`config.mk`:
```
export PLATFORM = sky130hd
export DESIGN_NAME = m_unit_scheduler
export DESIGN_NICKNAME = d
export VERILOG_FILES = /design/src/rtl/m_unit_scheduler.sv
export SDC_FILE = /design/constraint.sdc
export NUM_CORES = 1
export LEC_CHECK = 0
export BUFFER_PORTS_ARGS = -buffer_cell sky130_fd_sc_hd__buf_2
export CAP_MARGIN = 10
export CORE_ASPECT_RATIO = 2
export CORE_MARGIN = 8
export CORE_UTILIZATION = 51
export CTS_CLUSTER_DIAMETER = 60
export CTS_CLUSTER_SIZE = 24
export DETAILED_ROUTE_END_ITERATION = 10
export GPL_TIMING_DRIVEN = 0
export PLACE_DENSITY = 0.83
export SETUP_SLACK_MARGIN = 0.15
export SLEW_MARGIN = 10
export SYNTH_ARGS = -nofsm -noshare
export SYNTH_HDL_FRONTEND = slang
export SYNTH_SLANG_ARGS = --single-unit
export TNS_END_PERCENT = 5
```
`constraint.sdc`:
```
create_clock -name clk -period 3.4 [get_ports clk]
set_input_delay 0.51 -clock clk [delete_from_list [all_inputs] [get_ports clk]]
set_output_delay 0.51 -clock clk [all_outputs]
set_load 0.01 [all_outputs]
```
`src/rtl/m_unit_scheduler.sv`:
```
// m_unit_scheduler: issues one MUL/DIV op at a time to the multi-cycle
// M-extension units, tracks its destination as a one-entry scoreboard,
// stalls the front-end on RAW/WAW/structural hazards and claims one EX
// output slot to write the result back.
//
// Ports:
//   clk, rst_n                     clock, asynchronous active-low reset
//   ex_valid/ex_is_m/ex_func3      EX instruction qualifiers and M op select
//   ex_rd/ex_rs1/ex_rs2            EX register indices
//   ex_wb_reg_file                 EX instruction writes rd via the ALU path
//   ex_op1/ex_op2                  forwarded operands
//   pipeline_flush                 branch/jump flush of younger instructions
//   mul_start/div_start            one-cycle start pulses to the units
//   unit_op/unit_a/unit_b          latched func3 and operands
//   mul_done/div_done/unit_result  unit completion and result
//   m_unit_ready/wr/dest/result    writeback slot into the EX/MEM register
//   stall                          front-end freeze (combinational)
//   busy                           op in flight
//   stall_cycles                   saturating count of stalled cycles
module m_unit_scheduler #(
    parameter int unsigned DATA_WIDTH = 32,
    parameter int unsigned REG_ADDR_W = 5,
    parameter int unsigned CNT_WIDTH  = 32
) (
    input  logic                  clk,
    input  logic                  rst_n,
    input  logic                  ex_valid,
    input  logic                  ex_is_m,
    input  logic [2:0]            ex_func3,
    input  logic [REG_ADDR_W-1:0] ex_rd,
    input  logic [REG_ADDR_W-1:0] ex_rs1,
    input  logic [REG_ADDR_W-1:0] ex_rs2,
    input  logic                  ex_wb_reg_file,
    input  logic [DATA_WIDTH-1:0] ex_op1,
    input  logic [DATA_WIDTH-1:0] ex_op2,
    input  logic                  pipeline_flush,
    output logic                  mul_start,
    output logic                  div_start,
    output logic [2:0]            unit_op,
    output logic [DATA_WIDTH-1:0] unit_a,
    output logic [DATA_WIDTH-1:0] unit_b,
    input  logic                  mul_done,
    input  logic                  div_done,
    input  logic [DATA_WIDTH-1:0] unit_result,
    output logic                  m_unit_ready,
    output logic                  m_unit_wr,
    output logic [REG_ADDR_W-1:0] m_unit_dest,
    output logic [DATA_WIDTH-1:0] m_unit_result,
    output logic                  stall,
    output logic                  busy,
    output logic [CNT_WIDTH-1:0]  stall_cycles
);

    typedef enum logic [1:0] {
        S_IDLE     = 2'd0,
        S_MUL_WAIT = 2'd1,
        S_DIV_WAIT = 2'd2,
        S_WB       = 2'd3
    } state_e;

    state_e                state_q, state_d;
    logic [2:0]            unit_op_q, unit_op_d;
    logic [REG_ADDR_W-1:0] p_rd_q, p_rd_d;
    logic [DATA_WIDTH-1:0] unit_a_q, unit_a_d;
    logic [DATA_WIDTH-1:0] unit_b_q, unit_b_d;
    logic                  mul_start_q, mul_start_d;
    logic                  div_start_q, div_start_d;
    logic                  wb_ready_q, wb_ready_d;
    logic                  wb_wr_q, wb_wr_d;
    logic [REG_ADDR_W-1:0] wb_dest_q, wb_dest_d;
    logic [DATA_WIDTH-1:0] wb_result_q, wb_result_d;
    logic                  busy_q, busy_d;
    logic [CNT_WIDTH-1:0]  stall_cycles_q, stall_cycles_d;

    logic waiting_c;
    logic hazard_c;
    logic stall_c;
    logic issue_c;

    // Hazard detection against the single outstanding destination
    always_comb begin
        waiting_c = (state_q == S_MUL_WAIT) || (state_q == S_DIV_WAIT);
        hazard_c  = waiting_c && ex_valid && (p_rd_q != '0) &&
                    ((ex_rs1 == p_rd_q) ||
                     (ex_rs2 == p_rd_q) ||
                     (ex_wb_reg_file && (ex_rd == p_rd_q)) ||
                     ex_is_m);
        stall_c   = hazard_c || (state_q == S_WB);
        issue_c   = (state_q == S_IDLE) && ex_valid && ex_is_m &&
                    !pipeline_flush && !stall_c;
    end

    // Next-state and registered-output logic
    always_comb begin
        state_d        = state_q;
        unit_op_d      = unit_op_q;
        p_rd_d         = p_rd_q;
        unit_a_d       = unit_a_q;
        unit_b_d       = unit_b_q;
        mul_start_d    = 1'b0;
        div_start_d    = 1'b0;
        wb_ready_d     = 1'b0;
        wb_wr_d        = 1'b0;
        wb_dest_d      = '0;
        wb_result_d    = '0;
        stall_cycles_d = stall_cycles_q;

        case (state_q)
            S_IDLE: begin
                if (issue_c) begin
                    unit_op_d   = ex_func3;
                    p_rd_d      = ex_rd;
                    unit_a_d    = ex_op1;
                    unit_b_d    = ex_op2;
                    mul_start_d = !ex_func3[2];
                    div_start_d = ex_func3[2];
                    state_d     = ex_func3[2] ? S_DIV_WAIT : S_MUL_WAIT;
                end
            end
            // Only the awaited unit's done is honoured
            S_MUL_WAIT: begin
                if (mul_done) begin
                    state_d     = S_WB;
                    wb_ready_d  = 1'b1;
                    wb_wr_d     = (p_rd_q != '0);
                    wb_dest_d   = p_rd_q;
                    wb_result_d = unit_result;
                end
            end
            S_DIV_WAIT: begin
                if (div_done) begin
                    state_d     = S_WB;
                    wb_ready_d  = 1'b1;
                    wb_wr_d     = (p_rd_q != '0);
                    wb_dest_d   = p_rd_q;
                    wb_result_d = unit_result;
                end
            end
            S_WB: begin
                state_d = S_IDLE;
            end
            default: begin
                state_d = S_IDLE;
            end
        endcase

        busy_d = (state_d != S_IDLE);

        // Saturating stall counter
        if (stall_c && (stall_cycles_q != '1)) begin
            stall_cycles_d = stall_cycles_q + CNT_WIDTH'(1);
        end
    end

    // State and output registers
    always_ff @(posedge clk or negedge rst_n) begin
        if (!rst_n) begin
            state_q        <= S_IDLE;
            unit_op_q      <= '0;
            p_rd_q         <= '0;
            unit_a_q       <= '0;
            unit_b_q       <= '0;
            mul_start_q    <= 1'b0;
            div_start_q    <= 1'b0;
            wb_ready_q     <= 1'b0;
            wb_wr_q        <= 1'b0;
            wb_dest_q      <= '0;
            wb_result_q    <= '0;
            busy_q         <= 1'b0;
            stall_cycles_q <= '0;
        end else begin
            state_q        <= state_d;
            unit_op_q      <= unit_op_d;
            p_rd_q         <= p_rd_d;
            unit_a_q       <= unit_a_d;
            unit_b_q       <= unit_b_d;
            mul_start_q    <= mul_start_d;
            div_start_q    <= div_start_d;
            wb_ready_q     <= wb_ready_d;
            wb_wr_q        <= wb_wr_d;
            wb_dest_q      <= wb_dest_d;
            wb_result_q    <= wb_result_d;
            busy_q         <= busy_d;
            stall_cycles_q <= stall_cycles_d;
        end
    end

    assign mul_start     = mul_start_q;
    assign div_start     = div_start_q;
    assign unit_op       = unit_op_q;
    assign unit_a        = unit_a_q;
    assign unit_b        = unit_b_q;
    assign m_unit_ready  = wb_ready_q;
    assign m_unit_wr     = wb_wr_q;
    assign m_unit_dest   = wb_dest_q;
    assign m_unit_result = wb_result_q;
    assign stall         = stall_c;
    assign busy          = busy_q;
    assign stall_cycles  = stall_cycles_q;

endmodule

```
==> results of run 1 <==
==> cell type report <==
type	instances	area, sq um
plain buffers	28	231
clock buffers	19	453
clock inverters	13	171
fillers	933	3430
inverters	11	41.3
well taps	145	181
repair buffers	264	1350
flip-flops and latches	148	3700
multi-input cells	411	2130
==> worst min-delay path by stage <==
stage	slack, ps	to	cells past startpoint
3_3_place_gp	450	unit_b[20]$_DFFE_PN0P_	2
6_report	20	m_unit_result[10]$_DFF_PN0_	1
3_5_place_dp	460	unit_a[11]$_DFFE_PN0P_	2
2_1_floorplan	210	busy$_DFF_PN0_	0
5_1_grt	40	unit_b[22]$_DFFE_PN0P_	1
4_1_cts	20	m_unit_result[10]$_DFF_PN0_	1
==> flip-flops by register name, summed over array words and instances, names as in the netlist <==
signal,flops
m_unit_wr,1
state_q,2
p_rd_q,5
mul_start,1
m_unit_dest,5
stall_cycles,32
div_start,1
busy,1
unit_b,32
unit_a,32
m_unit_result,32
unit_op,3
m_unit_ready,1
==> metal layers <==
layer / vias up / track usage (%) / wire length, microns
met1: 2344 / 22.9 / 6330
li1: 2448 / - / -
met2: 207 / 40.8 / 9540
met3: 17 / 7.20 / 1390
met4: 0 / 8.26 / 293
met5: - / 0 / 0
==> stage by stage <==
stage          area [sq um]  TNS [ps]  setup WS [ps]
2_1_floorplan          6110         0           1250
3_3_place_gp           7600    -37360           -272
3_5_place_dp           7640         0            786
4_1_cts                8270         0            754
5_1_grt                8270         0            575
6_report               8270         0            746
==> cells by family after synthesis <==
group / after synthesis
compound gates: 12
xor+xnor: 46
flops: 148
buf+inv: 39
fa+ha+maj: 6
simple gates: 346
mux: 1
==> layout by cell type (no fill, tap or decap), types with 11 or more instances in the layout <==
cell / count
and2_1: 37
clkbuf_16: 17
dfrtp_1: 148
nor2_1: 18
nand2_1: 233
buf_2: 264
xor2_1: 27
nand3_1: 14
inv_1: 11
nor3_1: 13
xnor2_1: 19
buf_6: 15
==> power groups by stage <==
stage | clock network (W) | logic [W] | registers, W
floorplan | 0 | 0.00103 | 0.00294
global placement | 0 | 0.00230 | 0.00265
detailed placement | 0 | 0.00237 | 0.00268
CTS | 0.00200 | 0.00238 | 0.00265
global route | 0.00207 | 0.00258 | 0.00272
finish | 0.00195 | 0.00232 | 0.00265
==> worst register-to-register path: cells and delay by family (launching register included) <==
family | cells | cell delay [ps]
simple gates | 4 | 1300
flops | 1 | 440
mux | 1 | 340
compound gates | 1 | 230
buf+inv | 1 | 220
==> flow_summary_export.csv, run 1 <==
group,metric,value,unit
run_status,status,"finished, final reports clean",
clocking,clk_pin_slew_worst_paths,60,ps
die,start_util,52.2,%
clocking,insertion_delay,410,ps
yosys,yosys.area_share.simple,25.4,%
cells_and_area,drive_above_1_share,36.5,%
yosys,yosysTopAreaCellShare,60.6,%
power_and_ir_drop,ir_drop,0.476,mV
route,final_antenna_net_count,0,
grt,grt_pass1_vias,5266,
grt,grt_max_degree,92,
clocking,cts_tree,"yes",
sta,post-route-period-util,78.1,%
cells_and_area,fin_util,70.6,%
die,die_y,171,microns
sta,rsz0062_at_grt,"false",
sta,setup_viol,0,
yosys,async_reset_ff_share,100,%
critical_path,rr_startpoint,"stall_cycles[3]$_DFFE_PN0P_",
yosys,synth.most_common_cell,"nand2_1",
sta,fin_worst_skew,6.69,ps
yosys,avgSynthCellArea,10.2,sq um
yosys,synth_top_family_by_area,"simple AND/OR/NAND/NOR gates",
placement,place_inst,1007,
yosys,yosysWarnings,0,
die,core_area,11700,sq um
sta,fmax,0.377,GHz
yosys,syn_area,6110,sq um
placement,hpwl,14.0,mm
yosys,synthAdderAreaFrac,1.23,%
yosys,ys_types,39,
clocking,post_cts_resized,0,
critical_path,cp_max_fo,10,
route,vias_per_cell,4.83,
clocking,clock_path_buffers,2,
power_and_ir_drop,p_total,0.00692,W
route,num_vias,5016,
yosys,synth_edf_count,0,
hold_path,hold_class,"input pin to async pin",
die,fp.dieW,93.4,microns
yosys,synth_top_cell_by_area,"dfrtp_1",
cells_and_area,layout.nets,1009,
sta,slew_headroom,58.1,%
grt,grt_pass1_wl,27.5,mm
critical_path,crit_cells,7,
yosys,yosysSeqAreaShare,60.6,%
yosys,yosys_register_bits,148,
grt,antenna_found_initial,0,
yosys,ys.flop_type,"dfrtp_1",
yosys,syn_nets,726,
clocking,ctsHoldBuffers,0,
power_and_ir_drop,p_per_area,837,nW/um^2
critical_path,timing.rr.end,"stall_cycles[1]$_DFFE_PN0P_",
clocking,clock-sinks,148,
sta,worst_pin_slew,627,ps
power_and_ir_drop,p_switching,0.00241,W
grt,overflow,0,
route,drtIter0Drc,147,
clocking,cts_setup_buffers,0,
cells_and_area,syn2layout_area_growth,35.4,%
yosys,yosys-top-cells-count,"233 x nand2_1, 148 x dfrtp_1, 37 x and2_1, 27 x xor2_1, 19 x xnor2_1",
power_and_ir_drop,clkPwrFrac,28.2,%
critical_path,crit_slowest_cell,"nor4_1",
critical_path,arrival,2940,ps
cells_and_area,n_antenna_cell,0,
die,ios,264,
yosys,synthXorXnorAreaFrac,6.60,%
grt,track_usage,22.4,%
power_and_ir_drop,p_int,0.00451,W
critical_path,crit_chain,"nand3_1 -> nor2_1 -> nand4_1 -> nor4_1 -> a21o_1 -> buf_4 -> mux2_2",
clocking,cts_buffers,17,
sta,drv_slew,0,
critical_path,r2r_slack,750,ps
route,wire_per_inst,16.9,microns
critical_path,max_stage_delay,570,ps
route,routed_wl,17.6,mm
critical_path,start_kind,"register",
cells_and_area,instances_no_fill,1039,
power_and_ir_drop,seq_power_share,38.3,%
placement,gp_congestion,0.878,
yosys,yosys-top-cells-area,"dfrtp_1 61%, nand2_1 14%, xor2_1 3.9%",
yosys,synth.mux.area_fraction,0.184,%
critical_path,r2r_cells,7,
sta,hold_viol_final,0,
clocking,cts_max_level,4,
critical_path,crit_buf_inv,1,
die,dieArea,15900,sq um
route,dr.pass1.iters,4,
power_and_ir_drop,swShare,34.9,%
critical_path,crit_path_start,"stall_cycles[3]$_DFFE_PN0P_",
power_and_ir_drop,comb_power_share,33.5,%
sta,whs,24.3,ps
power_and_ir_drop,p_leak,4.46,nW
yosys,synth_compound_area_share,1.50,%
critical_path,crit_type,"register to register",
clocking,cts_root_buffer,"clkbuf_16",
critical_path,crit_required,3690,ps
die,rows,56,
critical_path,worstSetupEndpointType,"register",
placement,numPortBuffers,263,
critical_path,crit_path_end,"stall_cycles[1]$_DFFE_PN0P_",
run,drv_cap,0,
yosys,syn-instance-count,598,
sta,min_period,2650,ps
critical_path,cp_top_family,"simple AND/OR/NAND/NOR gates",
route,drc,0,
Power figures use the tool's default switching activity.
==> run 2, diff against run 1 <==
- CORE_UTILIZATION: 51 -> 43
- PLACE_DENSITY: 0.83 -> 0.74
- clock period: 3.4 -> 2.23 ns (I/O delays scaled with it)
==> flow_summary_export.csv, run 2 (synthesized netlist as in run 1, its figures left out) <==
group,metric,value,unit
critical_path,crit_required,1900,ps
sta,whs,103,ps
sta,setup_viol,5,
critical_path,cp_top_family,"simple AND/OR/NAND/NOR gates",
grt,antenna_found_initial,3,
power_and_ir_drop,clkPwrFrac,27.4,%
clocking,cts_max_level,4,
hold_path,hold_class,"input pin to register",
cells_and_area,final_cell_mix,"263 x buf_2, 198 x nand2_1, 148 x dfrtp_1",
clocking,clock-sinks,148,
grt,grt_max_degree,76,
cells_and_area,nFillCells,1193,
clocking,cts_buffers,17,
die,ios,264,
sta,fin_worst_skew,12.9,ps
critical_path,cp_max_fo,4,
die,dieArea,18500,sq um
cells_and_area,layout.nets,1023,
die,fp.dieW,100,microns
sta,fmax,0.431,GHz
die,rows,61,
route,final_antenna_net_count,0,
sta,post-route-period-util,104,%
power_and_ir_drop,swShare,34.8,%
run_status,status,"finished with violations",
critical_path,start_kind,"register",
sta,min_period,2320,ps
grt,grt_pass1_wl,28.5,mm
grt,track_usage,20.2,%
sta,slew_headroom,61.8,%
critical_path,crit_chain,"buf_6 -> or4_4 -> o21a_4 -> o311ai_4 -> nand2_1 -> buf_2",
clocking,cts_root_buffer,"clkbuf_16",
power_and_ir_drop,p_leak,4.60,nW
route,vias_per_cell,4.68,
power_and_ir_drop,seq_power_share,37.4,%
critical_path,crit_slowest_cell,"or4_4",
die,die_y,185,microns
route,num_vias,5147,
sta,worst_pin_slew,572,ps
critical_path,crit_type,"register to output port",
critical_path,worstSetupEndpointType,"output port",
route,dr.pass1.iters,4,
critical_path,arrival,1980,ps
route,drc,0,
clocking,clk_pin_slew_worst_paths,60,ps
cells_and_area,instances_no_fill,1100,
clocking,cts_tree,"yes",
power_and_ir_drop,p_int,0.00712,W
sta,hold_viol_final,0,
cells_and_area,drive_above_1_share,42.3,%
power_and_ir_drop,ir_drop,0.790,mV
placement,numPortBuffers,263,
die,core_area,13900,sq um
clocking,insertion_delay,420,ps
grt,grt_pass1_vias,5463,
power_and_ir_drop,p_per_area,1250,nW/um^2
cells_and_area,syn2layout_area_growth,42.5,%
power_and_ir_drop,comb_power_share,35.3,%
sta,rsz0062_at_grt,"true",
route,wire_per_inst,16.6,microns
grt,overflow,0,
run,drv_cap,0,
placement,gp_congestion,0.803,
route,routed_wl,18.2,mm
sta,drv_slew,0,
critical_path,max_stage_delay,520,ps
placement,place_inst,1051,
clocking,clock_path_buffers,2,
cells_and_area,layout_commonest_cell,"buf_2",
route,drtIter0Drc,145,
sta,layout_setup_ws,-89.2,ps
power_and_ir_drop,p_switching,0.00380,W
critical_path,r2r_slack,-40,ps
placement,hpwl,13.7,mm
run_status,violations,"negative setup slack",
critical_path,crit_buf_inv,2,
die,start_util,44.0,%
## run 2: area by class of cell
type,count,area (sq um),area share [%]
Clock buffer,21,470,5.41
Sequential cell,148,3700,42.6
Inverter,11,41.3,0.475
Clock inverter,11,149,1.71
Tap cell,189,236,2.72
Buffer,28,292,3.35
Timing Repair Buffer,278,1540,17.7
Multi-Input combinational cell,411,2260,26.0
Antenna cell,3,7.51,0.0863
## run 2: metrics by stage
| stage | TNS, ps | power (W) | utilization [%] | cell area [sq um] | setup slack (ps) |
|---|---|---|---|---|---|
| 4_1_cts | -274 | 0.0110 | 62.3 | 8650 | -117 |
| 6_report | -155 | 0.0109 | 62.6 | 8700 | -89.2 |
| 2_1_floorplan | 0 | 0.00610 | - | 6130 | 118 |
| 5_1_grt | -5120 | 0.0116 | 62.6 | 8700 | -185 |
| 3_3_place_gp | -206510 | 0.00759 | 55.3 | 7680 | -1320 |
| 3_5_place_dp | -12770 | 0.00770 | 55.6 | 7720 | -194 |
## run 2: repair_timing
action	CTS	global route
setup buffers	7	3
cloned	3	0
hold endpoints to repair	73	0
endpoints found under the setup margin	130	129
pin swaps	63	8
gates resized for setup	55	11
hold buffers	1	0
## run 2: per-layer routing
| metal | global-route usage (%) | up-vias | wire [microns] |
|---|---|---|---|
| li1 | - | 2485 | - |
| met1 | 19.7 | 2415 | 6400 |
| met2 | 35.4 | 192 | 9860 |
| met3 | 5.74 | 55 | 1090 |
| met4 | 14.3 | 0 | 880 |
| met5 | 0 | - | 0 |
## run 2: final timing paths
kind | endpoint | cells after the start | startpoint
max | stall | 6 | p_rd_q[2]$_DFFE_PN0P_
min | unit_b[2]$_DFFE_PN0P_ | 3 | ex_op2[2]
max reg2reg | stall_cycles[1]$_DFFE_PN0P_ | 7 | stall_cycles[15]$_DFFE_PN0P_
min reg2reg | unit_b[27]$_DFFE_PN0P_ | 2 | unit_b[27]$_DFFE_PN0P_
max in group asynchronous | unit_a[25]$_DFFE_PN0P_ | 3 | rst_n
min in group asynchronous | unit_b[16]$_DFFE_PN0P_ | 2 | rst_n
## run 2: worst register-to-register path, stage by stage, from the launching register on
cell	delay [ps]
dfrtp_1	410
and4_4	270
and3_1	190
nand4_1	200
nor4_1	320
a21o_1	250
buf_6	190
mux2_4	310
## run 2: power by group through the flow
stage | logic, W | registers [W] | clock network (W)
global placement | 0.00356 | 0.00403 | 0
finish | 0.00385 | 0.00408 | 0.00299
CTS | 0.00387 | 0.00408 | 0.00304
global route | 0.00422 | 0.00420 | 0.00315
floorplan | 0.00162 | 0.00448 | 0
detailed placement | 0.00363 | 0.00407 | 0
